`src/rtl/dds_wavegen_if.sv`:
```
// Configuration and sample bus of the DDS waveform generator.
// sync_in exists only when DDS_PHASE_SYNC_EN is defined.
interface dds_wavegen_if #(
  parameter int PHASE_W = 32,
  parameter int ADDR_W  = 8,
  parameter int OUT_W   = 8
);
  logic               en;
  logic               cfg_load;
  logic [2:0]         cfg_mode;
  logic [PHASE_W-1:0] cfg_tune;
  logic [ADDR_W-1:0]  cfg_duty;
  logic [OUT_W-1:0]   cfg_amp;
  logic [ADDR_W-1:0]  cfg_phase;
  logic               wrap;
  logic [OUT_W-1:0]   pout;
  logic               pout_valid;
`ifdef DDS_PHASE_SYNC_EN
  logic               sync_in;
`endif

  modport master (
`ifdef DDS_PHASE_SYNC_EN
    output sync_in,
`endif
    output en, cfg_load, cfg_mode, cfg_tune, cfg_duty, cfg_amp, cfg_phase,
    input  wrap, pout, pout_valid
  );

  modport slave (
`ifdef DDS_PHASE_SYNC_EN
    input  sync_in,
`endif
    input  en, cfg_load, cfg_mode, cfg_tune, cfg_duty, cfg_amp, cfg_phase,
    output wrap, pout, pout_valid
  );
endinterface

```
`src/rtl/dds_wavegen.sv`:
```
// Phase-accumulator DDS generator: DC/saw/triangle/square/sine, amplitude scaling,
// config changes applied on accumulator wrap. DDS_PHASE_SYNC_EN adds sync_in (phase reset).
module dds_wavegen #(
  parameter int PHASE_W = 32,
  parameter int ADDR_W  = 8,
  parameter int OUT_W   = 8
) (
  input logic          clk,
  input logic          rst,
  dds_wavegen_if.slave bus
);

  localparam int QN    = 1 << (ADDR_W - 2);
  localparam int SH    = OUT_W - ADDR_W;
  localparam int PW    = 2 * OUT_W + 3;
  localparam int MID_I = 1 << (OUT_W - 1);
  localparam int FRAC  = 28;
  localparam longint PI_F = 64'd843314857;  // pi * 2^28

  localparam logic [OUT_W-1:0]         MID   = {1'b1, {(OUT_W-1){1'b0}}};
  localparam logic [ADDR_W-1:0]        HALF  = {1'b1, {(ADDR_W-1){1'b0}}};
  localparam logic signed [PW-1:0]     MID_S = {{(PW-OUT_W){1'b0}}, MID};
  localparam logic signed [PW-1:0]     MAX_S = {{(PW-OUT_W){1'b0}}, {OUT_W{1'b1}}};

  localparam logic [2:0] MODE_DC  = 3'd0;
  localparam logic [2:0] MODE_SAW = 3'd1;
  localparam logic [2:0] MODE_TRI = 3'd2;
  localparam logic [2:0] MODE_SQR = 3'd3;
  localparam logic [2:0] MODE_SIN = 3'd4;

  typedef enum logic {IDLE, PEND} state_t;

  typedef struct packed {
    logic [2:0]         mode;
    logic [PHASE_W-1:0] tune;
    logic [ADDR_W-1:0]  duty;
    logic [OUT_W-1:0]   amp;
    logic [ADDR_W-1:0]  phase;
  } cfg_t;

  localparam cfg_t CFG_RST = '{mode: MODE_DC, tune: '0, duty: HALF, amp: '1, phase: '0};

  // round((MID-1)*sin(i*pi/(2*QN))) via fixed-point Taylor series, elaboration only
  function automatic int sine_q(input int i);
    longint x, x2, term, s;
    x    = (longint'(i) * PI_F) / longint'(2 * QN);
    x2   = (x * x) >>> FRAC;
    term = x;
    s    = x;
    for (int k = 1; k <= 10; k++) begin
      term = -(((term * x2) >>> FRAC) / longint'((2 * k) * (2 * k + 1)));
      s    = s + term;
    end
    return int'(((s * longint'(MID_I - 1)) + (longint'(1) <<< (FRAC - 1))) >>> FRAC);
  endfunction

  // NOTE: the quarter-wave table is constant logic, not storage, so it has no reset.
  logic [OUT_W-2:0] sine_tab [QN+1];
  for (genvar g = 0; g <= QN; g++) begin : g_sine
    localparam logic [OUT_W-2:0] QV = (OUT_W-1)'(sine_q(g));
    assign sine_tab[g] = QV;
  end

  state_t             state;
  cfg_t               act, pend, cfg_in;
  logic [PHASE_W-1:0] acc;
  logic [PHASE_W:0]   acc_sum;
  logic               carry, sync, apply_evt;
  logic [ADDR_W-1:0]  addr;

  assign cfg_in = '{mode: bus.cfg_mode, tune: bus.cfg_tune, duty: bus.cfg_duty,
                    amp: bus.cfg_amp, phase: bus.cfg_phase};

`ifdef DDS_PHASE_SYNC_EN
  assign sync = bus.sync_in;
`else
  assign sync = 1'b0;
`endif

  assign acc_sum   = {1'b0, acc} + {1'b0, act.tune};
  assign carry     = acc_sum[PHASE_W];
  assign apply_evt = sync | (bus.en & carry);
  assign addr      = acc[PHASE_W-1 -: ADDR_W] + act.phase;

  // Active config swaps on the same edge the accumulator wraps, so the first
  // post-wrap sample already uses it.
  always_ff @(posedge clk or posedge rst) begin : p_ctrl
    // NOTE: every register here uses <= so all updates see pre-edge values.
    if (rst) begin
      acc      <= '0;
      bus.wrap <= 1'b0;
      state    <= IDLE;
      act      <= CFG_RST;
      pend     <= CFG_RST;
    end else begin
      if (sync) begin
        acc      <= '0;
        bus.wrap <= 1'b0;
      end else if (bus.en) begin
        acc      <= acc_sum[PHASE_W-1:0];
        bus.wrap <= carry;
      end else begin
        bus.wrap <= 1'b0;
      end

      if (bus.cfg_load) pend <= cfg_in;

      case (state)
        IDLE: begin
          if (bus.cfg_load) begin
            if (!bus.en) act <= cfg_in;
            else         state <= PEND;
          end
        end
        PEND: begin
          if (!bus.en) begin
            act   <= bus.cfg_load ? cfg_in : pend;
            state <= IDLE;
          end else if (apply_evt) begin
            act <= pend;
            if (!bus.cfg_load) state <= IDLE;
          end
        end
        default: state <= IDLE;
      endcase
    end
  end

  logic [ADDR_W-1:0] s1_addr, s1_duty;
  logic [2:0]        s1_mode;
  logic [OUT_W-1:0]  s1_amp, s2_amp, s2_raw, raw_n, sine_raw, pout_n;
  logic [1:0]        vld_sr;
  logic [1:0]        quad;
  logic [ADDR_W-3:0] qlow;
  logic [ADDR_W-2:0] qidx;
  logic [OUT_W-2:0]  mag;
  logic [ADDR_W-1:0] tri_val;

  assign quad     = s1_addr[ADDR_W-1 -: 2];
  assign qlow     = s1_addr[ADDR_W-3:0];
  assign qidx     = quad[0] ? ((ADDR_W-1)'(QN) - {1'b0, qlow}) : {1'b0, qlow};
  assign mag      = sine_tab[qidx];
  assign sine_raw = quad[1] ? (MID - {1'b0, mag}) : (MID + {1'b0, mag});
  assign tri_val  = s1_addr[ADDR_W-1] ? ~{s1_addr[ADDR_W-2:0], 1'b0}
                                      :  {s1_addr[ADDR_W-2:0], 1'b0};

  always_comb begin : p_raw
    // NOTE: default assignment first keeps this purely combinational (no latch).
    raw_n = MID;
    case (s1_mode)
      MODE_SAW: raw_n = OUT_W'(s1_addr) << SH;
      MODE_TRI: raw_n = OUT_W'(tri_val) << SH;
      MODE_SQR: raw_n = (s1_addr < s1_duty) ? '1 : '0;
      MODE_SIN: raw_n = sine_raw;
      default:  raw_n = MID;
    endcase
  end

  logic signed [OUT_W:0]   diff;
  logic signed [OUT_W+1:0] gain;
  logic signed [PW-1:0]    prod, scaled;

  assign diff   = $signed({1'b0, s2_raw}) - $signed({1'b0, MID});
  assign gain   = $signed({2'b00, s2_amp} + (OUT_W+2)'(1));
  assign prod   = PW'(diff) * PW'(gain);
  assign scaled = (prod >>> OUT_W) + MID_S;

  always_comb begin : p_clamp
    pout_n = scaled[OUT_W-1:0];
    if (scaled[PW-1])        pout_n = '0;
    else if (scaled > MAX_S) pout_n = '1;
  end

  // Per-sample config travels with the sample so a config swap never splits one.
  always_ff @(posedge clk or posedge rst) begin : p_pipe
    if (rst) begin
      s1_addr        <= '0;
      s1_mode        <= MODE_DC;
      s1_duty        <= HALF;
      s1_amp         <= '1;
      s2_raw         <= MID;
      s2_amp         <= '1;
      vld_sr         <= '0;
      bus.pout       <= MID;
      bus.pout_valid <= 1'b0;
    end else begin
      s1_addr        <= addr;
      s1_mode        <= act.mode;
      s1_duty        <= act.duty;
      s1_amp         <= act.amp;
      s2_raw         <= raw_n;
      s2_amp         <= s1_amp;
      vld_sr         <= {vld_sr[0], bus.en};
      bus.pout       <= pout_n;
      bus.pout_valid <= vld_sr[1];
    end
  end

endmodule

```
`src/flat_wrapper.sv`:
```
// flat-port wrapper written by rule: the top's interface ports become plain ports
module dds_wavegen_flat 
#(
  parameter int PHASE_W = 32,
  parameter int ADDR_W  = 8,
  parameter int OUT_W   = 8
)
  (clk, rst, bus_en, bus_cfg_load, bus_cfg_mode, bus_cfg_tune, bus_cfg_duty, bus_cfg_amp, bus_cfg_phase, bus_wrap, bus_pout, bus_pout_valid);
  dds_wavegen_if #(.PHASE_W(PHASE_W), .ADDR_W(ADDR_W), .OUT_W(OUT_W)) bus_i ();
  input logic clk;
  input logic rst;
  input wire logic [$bits(bus_i.en)-1:0] bus_en;
  input wire logic [$bits(bus_i.cfg_load)-1:0] bus_cfg_load;
  input wire logic [$bits(bus_i.cfg_mode)-1:0] bus_cfg_mode;
  input wire logic [$bits(bus_i.cfg_tune)-1:0] bus_cfg_tune;
  input wire logic [$bits(bus_i.cfg_duty)-1:0] bus_cfg_duty;
  input wire logic [$bits(bus_i.cfg_amp)-1:0] bus_cfg_amp;
  input wire logic [$bits(bus_i.cfg_phase)-1:0] bus_cfg_phase;
  output wire logic [$bits(bus_i.wrap)-1:0] bus_wrap;
  output wire logic [$bits(bus_i.pout)-1:0] bus_pout;
  output wire logic [$bits(bus_i.pout_valid)-1:0] bus_pout_valid;
  assign bus_i.en = bus_en;
  assign bus_i.cfg_load = bus_cfg_load;
  assign bus_i.cfg_mode = bus_cfg_mode;
  assign bus_i.cfg_tune = bus_cfg_tune;
  assign bus_i.cfg_duty = bus_cfg_duty;
  assign bus_i.cfg_amp = bus_cfg_amp;
  assign bus_i.cfg_phase = bus_cfg_phase;
  assign bus_wrap = bus_i.wrap;
  assign bus_pout = bus_i.pout;
  assign bus_pout_valid = bus_i.pout_valid;
  dds_wavegen #(.PHASE_W(PHASE_W), .ADDR_W(ADDR_W), .OUT_W(OUT_W)) u_core (.clk(clk), .rst(rst), .bus(bus_i));
endmodule
```
`config.mk`:
```
export PLATFORM = sky130hd
export DESIGN_NAME = dds_wavegen_flat
export DESIGN_NICKNAME = d
export VERILOG_FILES = /design/src/rtl/dds_wavegen_if.sv /design/src/rtl/dds_wavegen.sv /design/src/flat_wrapper.sv
export SDC_FILE = /design/constraint.sdc
export NUM_CORES = 1
export LEC_CHECK = 0
export BUFFER_PORTS_ARGS = -buffer_cell sky130_fd_sc_hd__buf_2
export CORE_AREA = 2 2 156 158
export CTS_CLUSTER_SIZE = 40
export DETAILED_ROUTE_END_ITERATION = 8
export DIE_AREA = 0 0 158 160
export PLACE_DENSITY = 0.78
export SLEW_MARGIN = 20
export SYNTH_ARGS = -nofsm -noshare
export SYNTH_HDL_FRONTEND = slang
export SYNTH_SLANG_ARGS = --single-unit
```
`constraint.sdc`:
```
create_clock -name clk -period 7.82 [get_ports clk]
set_input_delay 0.782 -clock clk [delete_from_list [all_inputs] [get_ports clk]]
set_output_delay 0.782 -clock clk [all_outputs]
set_load 0.01 [all_outputs]
```
==> reports/metrics.cfg <==
[placed_design]
routabilityCongestion = 0.8703
hpwlAfterDp_mm = 20.41
io_buffers = 72

[synthesis]
yosysWarnings = 0
synth_common_cells = mux2_2 (190), dfrtp_1 (169), ha_1 (101)
synth_area_leaders = dfrtp_1 (30%), mux2_2 (15%), ha_1 (9.0%), fa_1 (7.3%), dfstp_2 (6.9%)
ys_types = 90
synth_cells = 1296
ys_ff_latch = 206
ys_seq_area_frac = 0.3707
synth_adder_area_share = 0.1628
synth_edf_count = 0
synth_mux_area_frac = 0.1646
synth_area_um2 = 14030
syn-num-nets = 1511
synth_compound_area_frac = 0.1187
synth_top_area_share = 0.3014
synth_top_family_by_area = multiplexers
ys.flop_type = dfrtp_1
synth-simple-area-share = 0.1036
avgSynthCellArea_um2 = 10.83
synth_most_common_cell = mux2_2
synth-xor-area-share = 0.04049
async_flop_share = 1.000
synth_area_leader_cell = dfrtp_1

[clocking]
cts_tree = done
numCtsBuffers = 23
clockBufferDepth = 3
clkLatencyLatePin_ns = 0.53
post-cts-setup-buffer-count = 0
htreeDepth = 1
clkTransAtPathRegs_ns = 0.06
clock-sinks = 206
post_cts_resized = 0
cts-hold-fix-buffers = 0
cts_root_buffer = clkbuf_16

[timing]
tns_ns = 0
finalHoldViolations = 0
clock_skew_ns = 0.01750
tightest_slew_ns = 0.8911
post-route-period-util = 0.8424
rsz0062_at_grt = false
period_needed_ns = 6.587
max_slew_margin = 0.4059
fmax_ghz = 0.1518
slew_viol_final = 0
setup_viol = 0

[cells_and_area]
diodes = 0
register_area_um2 = 5201
multiInputGateArea_um2 = 8307
fin_nets = 1561
biggestRegsByFlops = u_core.act (59), u_core.pend (59), u_core.acc (32)
syn2layout_area_growth_pct = 10.59
drive_gt1_frac = 0.2744
filler_cell_count = 1825

[floorplan]
die_w_um = 158
start_util = 0.5890
chipHeight_um = 160
rows = 57
ioPinCount = 73
die_area_um2 = 25280
core_region_area_um2 = 23820

[hold_path]
worstHoldPathType = reg -> reg

[detailed_routing]
drc = 0
antenna_left = 0
wirelength_mm = 29.18
viasPerCell = 5.838
via_count = 9849
dr.pass1.iters = 5
initialDrtViolationCount = 635
wl_per_cell_um = 17.30

[worst_setup_path]
crit_type = reg -> reg
crit_fanout = 11
required_ns = 8.23
end_kind = flip-flop
critPathLaunchType = flip-flop
crit_arrival_ns = 6.99

[grt]
grt_max_degree = 125
first_global_vias = 10466
grt.total_usage = 0.2410
grt_antenna_before_repair = 0
grt_pass1_wl_mm = 50.02
grt_overflow = 0

[status]
status = complete, no violations

[job]
cap_violations = 0

-- metal layers --
layer	track usage	vias to the layer above	part of all wire
li1	-	4672	-
met1	0.2952	4891	0.41
met2	0.4389	218	0.53
met3	0.03175	68	0.034
met4	0.07289	0	0.030
met5	0	-	0
-- cells in the final DEF (no fill, tap or decap), types with 7 or more instances in the layout --
master and n:
mux2_2 190, dfrtp_1 169, ha_1 101, nand2_1 88, inv_1 83, buf_2 72
nor2_1 61, a21oi_1 55, fa_1 51, and2_1 38, dfstp_2 37, o21ai_0 35
xnor2_1 33, xor2_1 29, a21o_1 25, clkbuf_16 23, nand3_1 17, nor2b_1 16
o21ai_1 12, o21bai_1 11, nor3_1 11, o211ai_1 8, mux2i_1 8, a31oi_1 8
and3_1 8, mux2_1 8, o21a_1 7, nand2b_1 7, nand4_1 7
-- logic make-up (layout without fill, tap and decap cells) --
logic type / count (synthesis) / in the layout
AND/OR/NAND/NOR: 289 / 289
AO/OA/AOI/OAI: 241 / 241
multiplexers: 206 / 206
flip-flops: 206 / 206
adder cells (fa/ha/maj): 152 / 152
buffers and inverters: 138 / 205
XOR/XNOR: 64 / 64
-- cell type report --
type / instances / area share
flip-flops and latches: 206 / 0.3352
repair buffers: 78 / 0.02637
well taps: 324 / 0.02613
multi-input cells: 952 / 0.5354
inverters: 85 / 0.02105
clock buffers: 31 / 0.04290
clock inverters: 11 / 0.01298
-- worst paths after layout --
path / startpoint / to / cells past startpoint / slack (ns)
worst max-delay path: u_core.s2_amp[0]$_DFF_PP1_ / u_core.bus.pout[0]$_DFF_PP0_ / 23 / 1.23
worst min-delay path: u_core.vld_sr[1]$_DFF_PP0_ / u_core.bus.pout_valid$_DFF_PP0_ / 0 / 0.35
worst max register to register: u_core.s2_amp[0]$_DFF_PP1_ / u_core.bus.pout[0]$_DFF_PP0_ / 23 / 1.23
worst min register to register: u_core.vld_sr[1]$_DFF_PP0_ / u_core.bus.pout_valid$_DFF_PP0_ / 0 / 0.35
max in group asynchronous: rst / u_core.pend[17]$_DFF_PP0_ / 3 / 6.18
min in group asynchronous: rst / u_core.s1_mode[1]$_DFF_PP0_ / 2 / 0.42
-- worst max-delay path, cell delays in order (launching register included) --
cell       delay [ns]
dfstp_2          0.65
ha_1             0.22
nand3_1          0.12
nor2_1           0.18
xor2_1           0.50
nand2_1          0.16
fa_1             0.55
inv_1            0.05
fa_1             0.52
fa_1             0.44
fa_1             0.54
inv_1            0.05
fa_1             0.50
inv_1            0.04
ha_1             0.30
nand2_1          0.10
nor4_1           0.06
nor3_1           0.33
o21a_1           0.21
nand2_1          0.06
a2111oi_0        0.41
a31o_2           0.19
nor2b_2          0.07
a31o_2           0.21
-- through the flow --
step	instance area [µm²]	util	worst slack, ns	hold slack (ns)	std cells
floorplan	14030	-	1.475	0.3312	1296
global placement	14640	0.6145	1.487	0.3344	1645
detailed placement	14650	0.6148	1.298	0.3365	1645
CTS	15510	0.6512	1.264	0.3536	1687
global route	15520	0.6514	0.8513	0.3559	1687
finish	15520	0.6514	1.233	0.3503	1687
Power is not shown: default switching activity piles up to over one toggle a cycle in this logic, so the estimate is an artifact.
